==> src/rtl/uart_rx_8n1_if.sv <==
// Byte handshake between the UART receiver and its on-chip consumer.
// The receiver drives the byte and its valid flag.
// The consumer answers with ready.
interface uart_rx_8n1_if;
  logic [7:0] rx_data;
  logic       rx_valid;
  logic       rx_ready;

  modport master (
    output rx_data,
    output rx_valid,
    input  rx_ready
  );

  modport slave (
    input  rx_data,
    input  rx_valid,
    output rx_ready
  );
endinterface

==> src/rtl/uart_rx_8n1.sv <==
// 8N1 UART receiver with 16x oversampling and mid-bit sampling.
// Each received byte goes into a single-entry valid/ready holding register.
// A low stop bit is reported as a framing error; a byte that arrives while
// the holding register is still full is dropped and flagged as an overrun.
module uart_rx_8n1 #(
  parameter int CLK_HZ = 50000000,
  parameter int BAUD   = 115200
) (
  input  logic          clk,
  input  logic          reset_n,
  input  logic          rxd,
  uart_rx_8n1_if.master rx_if,
  output logic          framing_err,
  output logic          overrun,
  input  logic          clr_err,
  output logic          busy
);

  localparam int DIV = CLK_HZ / (16 * BAUD);
  localparam int TW  = (DIV > 1) ? $clog2(DIV) : 1;

  generate
    if (DIV < 2) begin : g_div_chk
      $error("uart_rx_8n1: CLK_HZ/(16*BAUD) must be at least 2");
    end
  endgenerate

  localparam logic [2:0] S_IDLE      = 3'd0;
  localparam logic [2:0] S_START     = 3'd1;
  localparam logic [2:0] S_DATA      = 3'd2;
  localparam logic [2:0] S_STOP      = 3'd3;
  localparam logic [2:0] S_WAIT_HIGH = 3'd4;

  logic          sync1_q, sync2_q;
  logic          rxs;
  logic [2:0]    state_q, state_d;
  logic [TW-1:0] tick_cnt_q, tick_cnt_d;
  logic [3:0]    samp_q, samp_d;
  logic [2:0]    bit_q, bit_d;
  logic [7:0]    shift_q, shift_d;
  logic [7:0]    data_q;
  logic          valid_q;
  logic          ferr_q;
  logic          ovr_q;
  logic          tick;
  logic          stop_tick;
  logic          deliver;

  assign rxs  = sync2_q;
  assign tick = (tick_cnt_q == TW'(DIV - 1));

  // Two-flop synchroniser; both stages idle high so reset never looks like a start bit
  always_ff @(posedge clk or negedge reset_n) begin
    if (!reset_n) begin
      sync1_q <= 1'b1;
      sync2_q <= 1'b1;
    end else begin
      sync1_q <= rxd;
      sync2_q <= sync1_q;
    end
  end

  // Frame FSM with tick, sample and bit counters; the tick phase restarts on the start edge
  always_comb begin
    state_d    = state_q;
    tick_cnt_d = tick ? '0 : tick_cnt_q + TW'(1);
    samp_d     = tick ? samp_q + 4'd1 : samp_q;
    bit_d      = bit_q;
    shift_d    = shift_q;
    stop_tick  = 1'b0;
    case (state_q)
      S_IDLE: begin
        samp_d = '0;
        if (!rxs) begin
          state_d    = S_START;
          tick_cnt_d = '0;
        end
      end
      S_START: begin
        if (tick && samp_q == 4'd7) begin
          samp_d  = '0;
          bit_d   = '0;
          state_d = rxs ? S_IDLE : S_DATA;
        end
      end
      S_DATA: begin
        if (tick && samp_q == 4'd15) begin
          shift_d = {rxs, shift_q[7:1]};
          bit_d   = bit_q + 3'd1;
          if (bit_q == 3'd7) begin
            state_d = S_STOP;
          end
        end
      end
      S_STOP: begin
        if (tick && samp_q == 4'd15) begin
          stop_tick = 1'b1;
          state_d   = rxs ? S_IDLE : S_WAIT_HIGH;
        end
      end
      S_WAIT_HIGH: begin
        if (rxs) begin
          state_d = S_IDLE;
        end
      end
      default: state_d = S_IDLE;
    endcase
  end

  assign deliver = stop_tick && rxs;

  // Control state registers
  always_ff @(posedge clk or negedge reset_n) begin
    if (!reset_n) begin
      state_q    <= S_IDLE;
      tick_cnt_q <= '0;
      samp_q     <= '0;
      bit_q      <= '0;
    end else begin
      state_q    <= state_d;
      tick_cnt_q <= tick_cnt_d;
      samp_q     <= samp_d;
      bit_q      <= bit_d;
    end
  end

  // Data shift register; every bit is rewritten by each frame, so no reset is needed
  always_ff @(posedge clk) begin
    shift_q <= shift_d;
  end

  // Holding register, framing pulse and sticky overrun; a delivery beats a plain handshake
  always_ff @(posedge clk or negedge reset_n) begin
    if (!reset_n) begin
      data_q  <= 8'h00;
      valid_q <= 1'b0;
      ferr_q  <= 1'b0;
      ovr_q   <= 1'b0;
    end else begin
      ferr_q <= stop_tick && !rxs;
      if (deliver && (!valid_q || rx_if.rx_ready)) begin
        data_q  <= shift_q;
        valid_q <= 1'b1;
      end else if (valid_q && rx_if.rx_ready) begin
        valid_q <= 1'b0;
      end
      if (deliver && valid_q && !rx_if.rx_ready) begin
        ovr_q <= 1'b1;
      end else if (clr_err) begin
        ovr_q <= 1'b0;
      end
    end
  end

  assign rx_if.rx_data  = data_q;
  assign rx_if.rx_valid = valid_q;
  assign framing_err    = ferr_q;
  assign overrun        = ovr_q;
  assign busy           = (state_q != S_IDLE);

endmodule

==> src/flat_wrapper.sv <==
// flat-port wrapper written by rule: the top's interface ports become plain ports
module uart_rx_8n1_flat 
#(
  parameter int CLK_HZ = 50000000,
  parameter int BAUD   = 115200
)
  (clk, reset_n, rxd, framing_err, overrun, clr_err, busy, rx_if_rx_data, rx_if_rx_valid, rx_if_rx_ready);
  uart_rx_8n1_if rx_if_i ();
  input  logic clk;
  input  logic reset_n;
  input  logic rxd;
  output logic framing_err;
  output logic overrun;
  input  logic clr_err;
  output logic busy;
  output wire logic [$bits(rx_if_i.rx_data)-1:0] rx_if_rx_data;
  output wire logic [$bits(rx_if_i.rx_valid)-1:0] rx_if_rx_valid;
  input wire logic [$bits(rx_if_i.rx_ready)-1:0] rx_if_rx_ready;
  assign rx_if_rx_data = rx_if_i.rx_data;
  assign rx_if_rx_valid = rx_if_i.rx_valid;
  assign rx_if_i.rx_ready = rx_if_rx_ready;
  uart_rx_8n1 #(.CLK_HZ(CLK_HZ), .BAUD(BAUD)) u_core (.clk(clk), .reset_n(reset_n), .rxd(rxd), .rx_if(rx_if_i), .framing_err(framing_err), .overrun(overrun), .clr_err(clr_err), .busy(busy));
endmodule
==> config.mk <==
export PLATFORM = sky130hd
export DESIGN_NAME = uart_rx_8n1_flat
export DESIGN_NICKNAME = d
export VERILOG_FILES = /design/src/rtl/uart_rx_8n1_if.sv /design/src/rtl/uart_rx_8n1.sv /design/src/flat_wrapper.sv
export SDC_FILE = /design/constraint.sdc
export NUM_CORES = 1
export LEC_CHECK = 0
export BUFFER_PORTS_ARGS = -buffer_cell sky130_fd_sc_hd__buf_2
export CAP_MARGIN = 0
export CORE_ASPECT_RATIO = 0.9
export CORE_MARGIN = 2
export CORE_UTILIZATION = 46
export DETAILED_ROUTE_END_ITERATION = 6
export PLACE_DENSITY = 0.65
export SLEW_MARGIN = 0
export SYNTH_ARGS = -nofsm -noshare
export SYNTH_HDL_FRONTEND = slang
export SYNTH_SLANG_ARGS = --single-unit
==> constraint.sdc <==
create_clock -name clk -period 3.4 [get_ports clk]
set_input_delay 0.17 -clock clk [delete_from_list [all_inputs] [get_ports clk]]
set_output_delay 0.17 -clock clk [all_outputs]
set_load 0.05 [all_outputs]
==> flow_metrics.env, run 1 <==
export IMPL_slew_headroom_pct=59.0
export IMPL_clock_root_buffer="clkbuf_8"
export IMPL_route_detailed_drc=0
export IMPL_start_util_pct=49.5
export IMPL_dr_total_vias=979
export IMPL_clk_path_buf_depth=2
export IMPL_drt_total_wl_um=2510
export IMPL_synth_ff_latch_count=36
export IMPL_die_w_um=65.2
export IMPL_min_path_cells=2
export IMPL_r2r_cells=6
export IMPL_grt_max_degree=29
export IMPL_r2r_start="u_core.tick_cnt_q[0]"
export IMPL_antenna_found_initial=0
export IMPL_dp_hpwl_um=1670
export IMPL_synth_common_cells="dfrtp_1, nor2_1, edfxtp_1, mux2_2, nand2_1"
export IMPL_cts_buffers=5
export IMPL_fin_tns_setup_ns=0
export IMPL_crit_fanout=8
export IMPL_fin_skew_ns=0.00528
export IMPL_ys_top_cells_by_area="dfrtp_1, edfxtp_1, mux2_2, ha_1, dfstp_2"
export IMPL_cts_sinks=36
export IMPL_grt_pass1_wl_um=4290
export IMPL_irDropWorstVdd_v=0.000240
export IMPL_synthAdderAreaFrac_pct=4.03
export IMPL_worst_pin_slew_ns=0.616
export IMPL_path_clk_slew_ns=0.07
export IMPL_max_freq_mhz=422
export IMPL_fin_total_pwr_mw=0.820
export IMPL_rsz0062_at_grt="no"
export IMPL_muxShareOfSynthArea_pct=6.45
export IMPL_holdPathEnd="u_core.overrun"
export IMPL_ys_seq_area_share_pct=60.8
export IMPL_report_final_hold_viol_count=0
export IMPL_required_ns=3.36
export IMPL_yosysMostFrequentCell="dfrtp_1"
export IMPL_firstDrtPassIters=4
export IMPL_worst_setup_path_end_kind="register"
export IMPL_dieArea_um2=3860
export IMPL_synth_xor_area_share_pct=2.82
export IMPL_syn2layout_area_growth_pct=15.3
export IMPL_synthDominantCellAreaShare_pct=41.9
export IMPL_fillCellCount=268
export IMPL_n_antenna_cell=0
export IMPL_viasPerCell=5.26
export IMPL_finalSetupViolCount=0
export IMPL_crit_chain="inv_1 > ha_1 > and4b_1 > nand3_4 > or4_2 > inv_1"
export IMPL_synth_area_um2=1550
export IMPL_crit_type="reg2reg"
export IMPL_globalRouteTotalUtil_pct=15.1
export IMPL_holdCritPathClass="in2reg"
export IMPL_grt_pass1_vias=993
export IMPL_async_flop_share_pct=77.8
export IMPL_yosysUniqueCellTypes=38
export IMPL_drt_wirelength_per_cell_um=13.5
export IMPL_p_leak_nw=0.820
export IMPL_ys_flop_type="dfrtp_1"
export IMPL_outcome="finished clean"
export IMPL_gr_total_overflow=0
export IMPL_core_um2=3140
export IMPL_gp_congestion=0.754
export IMPL_r2r_end="u_core.shift_q[7]"
export IMPL_io_pins=17
export IMPL_synthCells=123
export IMPL_drive_above_1_share_pct=29.2
export IMPL_crit_top_cell="inv_1"
export IMPL_postRouteAntennaNets=0
export IMPL_nets=153
export IMPL_cap_violations=0
export IMPL_yosys_area_share_simple_pct=14.2
export IMPL_maxSlewViolCount=0
export IMPL_cp_slowest_stage_delay_ns=0.64
export IMPL_htree_levels=2
export IMPL_cts_tree="built"
export IMPL_slowest_stage="or4_2"
export IMPL_synth_fp_nets=133
export IMPL_die_h_um=59.1
export IMPL_post_synth_cell_area_avg_um2=12.6
export IMPL_period_share_pct=69.7
export IMPL_rows=19
export IMPL_fin_crit_ns=2.37
export IMPL_synth_warnings=0
export IMPL_synth_compound_area_share_pct=8.38
export IMPL_cts_resized=0
export IMPL_synth_top_family_by_area="simple AND/OR/NAND/NOR gates"
export IMPL_insertion_delay_ns=0.29
export IMPL_synth_largest_area_cell="dfrtp_1"
export IMPL_p_per_area_nw_per_um2=458
export IMPL_hp_start="clr_err"
export IMPL_rrSetupSlack_ns=1.03
export IMPL_first_iter_violations=54
export IMPL_worst_endpoint_arrival_ns=2.34
export IMPL_synth_edf_count=8
export IMPL_io_buffers=16
export IMPL_startpoint_type="register"
layer usage:
layer	global-route usage [%]	part of all wire (%)	routed length, µm	vias to the layer above
met5	0	0	0	-
met4	8.04	1.8	46	0
met3	5.51	4.6	115	5
met2	23.8	47	1190	17
met1	18.4	46	1160	483
li1	-	-	-	474
through the flow:
step	hold slack [ns]	utilization [%]	cell area (µm²)	setup WS, ns	cells
4_1_cts	0.0783	57.1	1790	1.02	186
5_1_grt	0.0725	57.1	1790	0.868	186
3_5_place_dp	0.220	52.9	1660	1.03	176
3_3_place_gp	0.218	52.9	1660	1.09	176
2_1_floorplan	-0.126	-	1550	1.27	123
6_report	0.0808	57.1	1790	1.03	186
cell usage in the layout (no fill, tap or decap), types with 2 or more instances in the layout:
cell,Yosys,layout
or4_2,2,2
nand3_1,2,2
dfstp_2,2,2
a21oi_1,3,3
nor2_1,12,12
mux2_2,8,8
dlygate4sd3_1,0,2
edfxtp_1,8,8
ha_1,5,5
clkbuf_8,0,5
o21ai_0,4,4
dfrtp_1,26,26
xor2_1,3,3
inv_1,7,7
a31oi_1,2,2
xnor2_1,2,2
nor3_1,2,2
nand2_1,8,8
nand2b_1,3,3
buf_2,0,16
state kept, by name (all words and copies together) (netlist names):
| signal | flops |
|---|---|
| u_core.bit_q | 3 |
| u_core.framing_err | 1 |
| u_core.overrun | 1 |
| u_core.rx_if.rx_data | 8 |
| u_core.rx_if.rx_valid | 1 |
| u_core.rxs | 1 |
| u_core.samp_q | 4 |
| u_core.shift_q | 8 |
| u_core.state_q | 3 |
| u_core.sync1_q | 1 |
| u_core.tick_cnt_q | 5 |
what timing repair did:
item,4_1_cts,5_1_grt
endpoints found under the hold margin,27,0
setup buffers,0,0
hold buffers,2,0
how the worst max path moves through the flow:
| stage | slack (ns) | end | from | depth (start not counted) |
|---|---|---|---|---|
| floorplan | 1.27 | u_core.shift_q[0] | u_core.tick_cnt_q[0] | 7 |
| finish | 1.03 | u_core.shift_q[7] | u_core.tick_cnt_q[0] | 6 |
| CTS | 1.02 | u_core.shift_q[7] | u_core.tick_cnt_q[0] | 6 |
| global route | 0.87 | u_core.shift_q[1] | u_core.tick_cnt_q[0] | 6 |
| detailed placement | 1.03 | u_core.shift_q[2] | u_core.tick_cnt_q[0] | 6 |
| global placement | 1.09 | u_core.shift_q[3] | u_core.tick_cnt_q[0] | 6 |
worst max-delay path, delay by kind of cell, from the launching register on:
family	cells	cell delay (ns)
flops	1	0.41
simple gates	3	1.19
buf+inv	2	0.33
fa+ha+maj	1	0.13
kinds of logic (layout without fill, tap and decap cells):
group                      Yosys count  count (layout)
AOI/OAI and AO/OA                   19              19
xor gates and xnor gates             5               5
adders and majority gates            5               5
buffers and inverters               12              33
DFF                                 36              36
muxes                                9               9
and+or+nand+nor                     37              37
where the power goes:
part | switching (mW) | internal (mW)
sequential | 0.00143 | 0.442
clock | 0.148 | 0.217
combinational | 0.00815 | 0.00381
layout make-up:
class / instances / area, µm² / area share, %
Sequential cell: 36 / 943 / 52.7
Multi-Input combinational cell: 75 / 557 / 31.1
Timing Repair Buffer: 18 / 100 / 5.59
Clock buffer: 5 / 68.8 / 3.84
Tap cell: 42 / 52.6 / 2.94
Clock inverter: 3 / 42.5 / 2.38
Inverter: 7 / 26.3 / 1.47
(Power assumes the default switching activity.)
==> inputs of run 2 (changes only) <==
- PLACE_DENSITY: 0.65 -> 0.68
- clock period: 3.4 -> 2.1 ns (I/O delays scaled with it)
==> flow_metrics.env, run 2 (synthesis results as in run 1) <==
export IMPL_clk_path_buf_depth=2
export IMPL_io_buffers=16
export IMPL_start_util_pct=49.5
export IMPL_cap_violations=0
export IMPL_fin_tns_setup_ns=0
export IMPL_grt_max_degree=29
export IMPL_viasPerCell=5.21
export IMPL_hold_ws_ns=0.0178
export IMPL_post_place_cells=180
export IMPL_fin_skew_ns=0.00542
export IMPL_outcome="finished clean"
export IMPL_cp_startpoint="u_core.tick_cnt_q[0]"
export IMPL_irDropWorstVdd_v=0.000586
export IMPL_first_iter_violations=57
export IMPL_postCtsSetupBuffers=0
export IMPL_required_ns=2.26
export IMPL_dr_total_vias=989
export IMPL_final_util_pct=57.3
export IMPL_report_final_hold_viol_count=0
export IMPL_period_share_pct=89.6
export IMPL_cts_buffers=5
export IMPL_cts_tree="built"
export IMPL_r2r_start="u_core.tick_cnt_q[0]"
export IMPL_worst_pin_slew_ns=0.592
export IMPL_final_common_cell="dfrtp_1"
export IMPL_dp_hpwl_um=1860
export IMPL_crit_chain="inv_1 > ha_1 > and4b_2 > nand3_4 > nor4_4 > buf_4 > mux2_2"
export IMPL_p_leak_nw=0.825
export IMPL_fin_ws_ns=0.217
export IMPL_path_clk_slew_ns=0.07
export IMPL_clock_root_buffer="clkbuf_8"
export IMPL_fillCellCount=287
export IMPL_instances_no_fill=190
export IMPL_slowest_stage="dfrtp_1"
export IMPL_syn2layout_area_growth_pct=15.9
export IMPL_gp_congestion=0.765
export IMPL_nets=157
export IMPL_rsz0062_at_grt="no"
export IMPL_n_antenna_cell=0
export IMPL_die_w_um=65.2
export IMPL_dieArea_um2=3860
export IMPL_cp_slowest_stage_delay_ns=0.37
export IMPL_insertion_delay_ns=0.27
export IMPL_core_um2=3140
export IMPL_worst_setup_path_end_kind="register"
export IMPL_hp_start="clr_err"
export IMPL_crit_fanout=8
export IMPL_drt_wirelength_per_cell_um=13.1
export IMPL_drt_total_wl_um=2500
export IMPL_finalSetupViolCount=0
export IMPL_p_per_area_nw_per_um2=656
export IMPL_crit_type="reg2reg"
export IMPL_holdCritPathClass="in2reg"
export IMPL_startpoint_type="register"
export IMPL_route_detailed_drc=0
export IMPL_io_pins=17
export IMPL_die_h_um=59.1
export IMPL_pre_cts_ws_ns=0.0419
export IMPL_slew_headroom_pct=60.5
export IMPL_firstDrtPassIters=4
export IMPL_postRouteAntennaNets=0
export IMPL_rrSetupSlack_ns=0.22
export IMPL_grt_pass1_wl_um=4420
export IMPL_htree_levels=2
export IMPL_cts_sinks=36
export IMPL_maxSlewViolCount=0
export IMPL_worst_endpoint_arrival_ns=2.04
export IMPL_globalRouteTotalUtil_pct=15.6
export IMPL_drive_above_1_share_pct=31.1
export IMPL_max_freq_mhz=531
export IMPL_gr_total_overflow=0
export IMPL_grt_pass1_vias=973
export IMPL_rows=19
export IMPL_final_cell_mix="dfrtp_1, buf_2, nor2_1"
export IMPL_fin_crit_ns=1.88
export IMPL_antenna_found_initial=0
## run 2: metrics by stage
step                power (mW)  instance area, µm²
finish                    1.18                1800
global placement         0.749                1690
detailed placement       0.749                1690
floorplan                0.734                1550
CTS                       1.20                1790
global route              1.23                1800
## run 2: cell type report
class / count / area [µm²] / share of cell area [%]
inverter: 7 / 31.3 / 1.74
timing repair buffer: 22 / 130 / 7.23
sequential: 36 / 943 / 52.4
multi-input combinational: 75 / 561 / 31.2
tap: 42 / 52.6 / 2.92
clock buffer: 7 / 76.3 / 4.24
clock inverter: 1 / 5.00 / 0.278
## run 2: worst paths after layout
check | cells past startpoint | endpoint
worst max register to register | 7 | u_core.rx_if.rx_data[1]
worst min register to register | 0 | u_core.rxs
worst max-delay path | 7 | u_core.rx_if.rx_data[1]
max in group asynchronous | 2 | u_core.samp_q[2]
worst min-delay path | 2 | u_core.overrun
min in group asynchronous | 2 | u_core.rx_if.rx_data[7]
## run 2: repair_timing
item / 4_1_cts / 5_1_grt
endpoints found under the setup margin: 0 / 8
hold buffers: 2 / 0
hold endpoints to repair: 27 / 0
resized for setup: 0 / 4
## run 2: power by group
part | internal, mW | switching [mW] | total (mW)
Clock | 0.232 | 0.211 | 0.443
Sequential | 0.716 | 0.00206 | 0.718
Combinational | 0.00616 | 0.0128 | 0.0190
Total | 0.955 | 0.225 | 1.18
## run 2: worst max-delay path: cells and delay by family (launching register included)
| kind | cells | cell delay (ns) |
|---|---|---|
| AND/OR/NAND/NOR | 3 | 0.63 |
| flip-flops | 1 | 0.37 |
| multiplexers | 1 | 0.35 |
| buffers and inverters | 2 | 0.26 |
| adder cells (fa/ha/maj) | 1 | 0.13 |
## run 2: per-layer routing
| layer | GRT usage [%] | up-vias | part of all wire (%) |
|---|---|---|---|
| li1 | - | 486 | - |
| met1 | 18.6 | 478 | 46 |
| met2 | 25.2 | 19 | 48 |
| met3 | 6.65 | 6 | 4.4 |
| met4 | 5.95 | 0 | 1.8 |
| met5 | 0 | - | 0 |
==> inputs of run 3 (changes only) <==
==> constraint.sdc (replaced) <==
create_clock -name clk -period 2.1 [get_ports clk]
set_input_delay 0.21 -clock clk [delete_from_list [all_inputs] [get_ports clk]]
set_output_delay 0.21 -clock clk [all_outputs]
set_load 0.05 [all_outputs]
==> flow_metrics.env, run 3 (synthesis results as in run 1) <==
export IMPL_worst_endpoint_arrival_ns=2.02
export IMPL_worst_setup_path_end_kind="register"
export IMPL_power_share_sequential_pct=53.9
export IMPL_clock_root_buffer="clkbuf_8"
export IMPL_globalRouteTotalUtil_pct=15.8
export IMPL_fin_skew_ns=0.00125
export IMPL_slowest_stage="or4_2"
export IMPL_postRouteAntennaNets=0
export IMPL_p_int_mw=1.07
export IMPL_die_w_um=65.2
export IMPL_drt_total_wl_um=2550
export IMPL_maxSlewViolCount=0
export IMPL_p_clk_share_pct=44.7
export IMPL_period_share_pct=95.8
export IMPL_p_switching_mw=0.260
export IMPL_fin_ws_ns=0.0875
export IMPL_path_clk_slew_ns=0.07
export IMPL_postCtsSetupBuffers=0
export IMPL_r2r_end="u_core.shift_q[3]"
export IMPL_crit_type="reg2reg"
export IMPL_instances_no_fill=190
export IMPL_required_ns=2.11
export IMPL_n_antenna_cell=0
export IMPL_p_leak_nw=0.837
export IMPL_antenna_found_initial=0
export IMPL_combPwrFrac_pct=1.4
export IMPL_outcome="finished clean"
export IMPL_core_um2=3140
export IMPL_cts_sinks=36
export IMPL_die_h_um=59.1
export IMPL_rsz0062_at_grt="no"
export IMPL_holdCritPathClass="in2reg"
export IMPL_report_final_hold_viol_count=0
export IMPL_pre_cts_ws_ns=0.0460
export IMPL_dr_total_vias=1004
export IMPL_insertion_delay_ns=0.29
export IMPL_r2r_start="u_core.tick_cnt_q[0]"
export IMPL_clk_path_buf_depth=2
export IMPL_switching_share_pct=19.5
export IMPL_nets=157
export IMPL_syn2layout_area_growth_pct=17.5
export IMPL_first_iter_violations=33
export IMPL_drt_wirelength_per_cell_um=13.4
export IMPL_dieArea_um2=3860
export IMPL_io_buffers=16
export IMPL_gp_congestion=0.763
export IMPL_max_freq_mhz=497
export IMPL_grt_max_degree=29
export IMPL_drive_above_1_share_pct=33.1
export IMPL_worstSetupEndpoint="u_core.shift_q[3]"
export IMPL_crit_chain="inv_1 > ha_1 > and4b_2 > nand3_4 > or4_2 > clkinv_4"
export IMPL_io_pins=17
export IMPL_p_per_area_nw_per_um2=730
export IMPL_r2r_cells=6
export IMPL_worst_pin_slew_ns=0.625
export IMPL_route_detailed_drc=0
export IMPL_dp_hpwl_um=1810
export IMPL_slew_headroom_pct=58.4
export IMPL_fin_crit_ns=2.01
export IMPL_rrSetupSlack_ns=0.09
export IMPL_final_cell_mix="dfrtp_1, buf_2, nor2_1"
export IMPL_grt_pass1_wl_um=4400
export IMPL_cts_tree="built"
export IMPL_cap_violations=0
export IMPL_rows=19
export IMPL_fin_tns_setup_ns=0
export IMPL_post_place_cells=181
export IMPL_firstDrtPassIters=4
export IMPL_startpoint_type="register"
export IMPL_start_util_pct=49.5
export IMPL_gr_total_overflow=0
export IMPL_htree_levels=2
export IMPL_irDropWorstVdd_v=0.000466
export IMPL_grt_pass1_vias=973
export IMPL_viasPerCell=5.28
export IMPL_cp_startpoint="u_core.tick_cnt_q[0]"
export IMPL_final_common_cell="dfrtp_1"
export IMPL_cts_buffers=5
export IMPL_cp_slowest_stage_delay_ns=0.69
export IMPL_finalSetupViolCount=0
export IMPL_crit_fanout=8
## run 3: cell count changes in the layout (fill, tap and decap cells not counted), sizes merged
cell / delta
bufinv: +1
clkbuf: -2
dlygate4sd3: -1
buf: +1
clkinvlp: +1
## run 3: per-layer routing
layer | track usage [%] | routed length, µm | vias up
met5 | 0 | 0 | -
met4 | 8.04 | 53 | 0
met3 | 6.84 | 150 | 5
met2 | 24.5 | 1200 | 22
met1 | 19.0 | 1140 | 494
li1 | - | - | 483
## run 3: how the worst min path moves through the flow
stage,start,endpoint,cells after the start
floorplan,reset_n,u_core.bit_q[0],0
global placement,reset_n,u_core.rx_if.rx_valid,1
detailed placement,reset_n,u_core.rx_if.rx_data[1],1
CTS,rxd,u_core.sync1_q,1
global route,rxd,u_core.sync1_q,1
finish,rxd,u_core.sync1_q,1
## run 3: stage by stage
step | cell area, µm² | hold slack, ns | total power [mW] | utilization, %
finish | 1820 | 0.0162 | 1.33 | 58.1
global route | 1820 | 0.00652 | 1.38 | 58.1
global placement | 1700 | 0.261 | 0.749 | 54.1
floorplan | 1550 | -0.0856 | 0.734 | -
detailed placement | 1700 | 0.260 | 0.749 | 54.1
CTS | 1820 | 0.00688 | 1.35 | 57.9
## run 3: what timing repair did
| action | in CTS | in global routing |
|---|---|---|
| setup endpoints to repair | 0 | 8 |
| resized for setup | 0 | 3 |
| hold buffers | 1 | 0 |
| hold endpoints to repair | 26 | 0 |
## run 3: cell type report
type	count	area (µm²)
tap	42	52.6
sequential	36	943
inverter	7	31.3
fill	273	1310
multi-input combinational	75	558
timing repair buffer	22	128
clock inverter	3	42.5
clock buffer	5	68.8
## run 3: power by group through the flow
stage,sequential [mW],clock (mW),combinational (mW)
after floorplan,0.731,0,0.00297
after global placement,0.732,0,0.0174
after detailed placement,0.731,0,0.0177
after CTS,0.718,0.615,0.0190
after global routing,0.718,0.638,0.0215
final,0.718,0.595,0.0182
## run 3: worst max-delay path: cells and delay by family, from the launching register on
kind / cells / cell delay, ns
buf+inv: 2 / 0.18
simple gates: 3 / 1.05
fa+ha+maj: 1 / 0.13
flops: 1 / 0.38
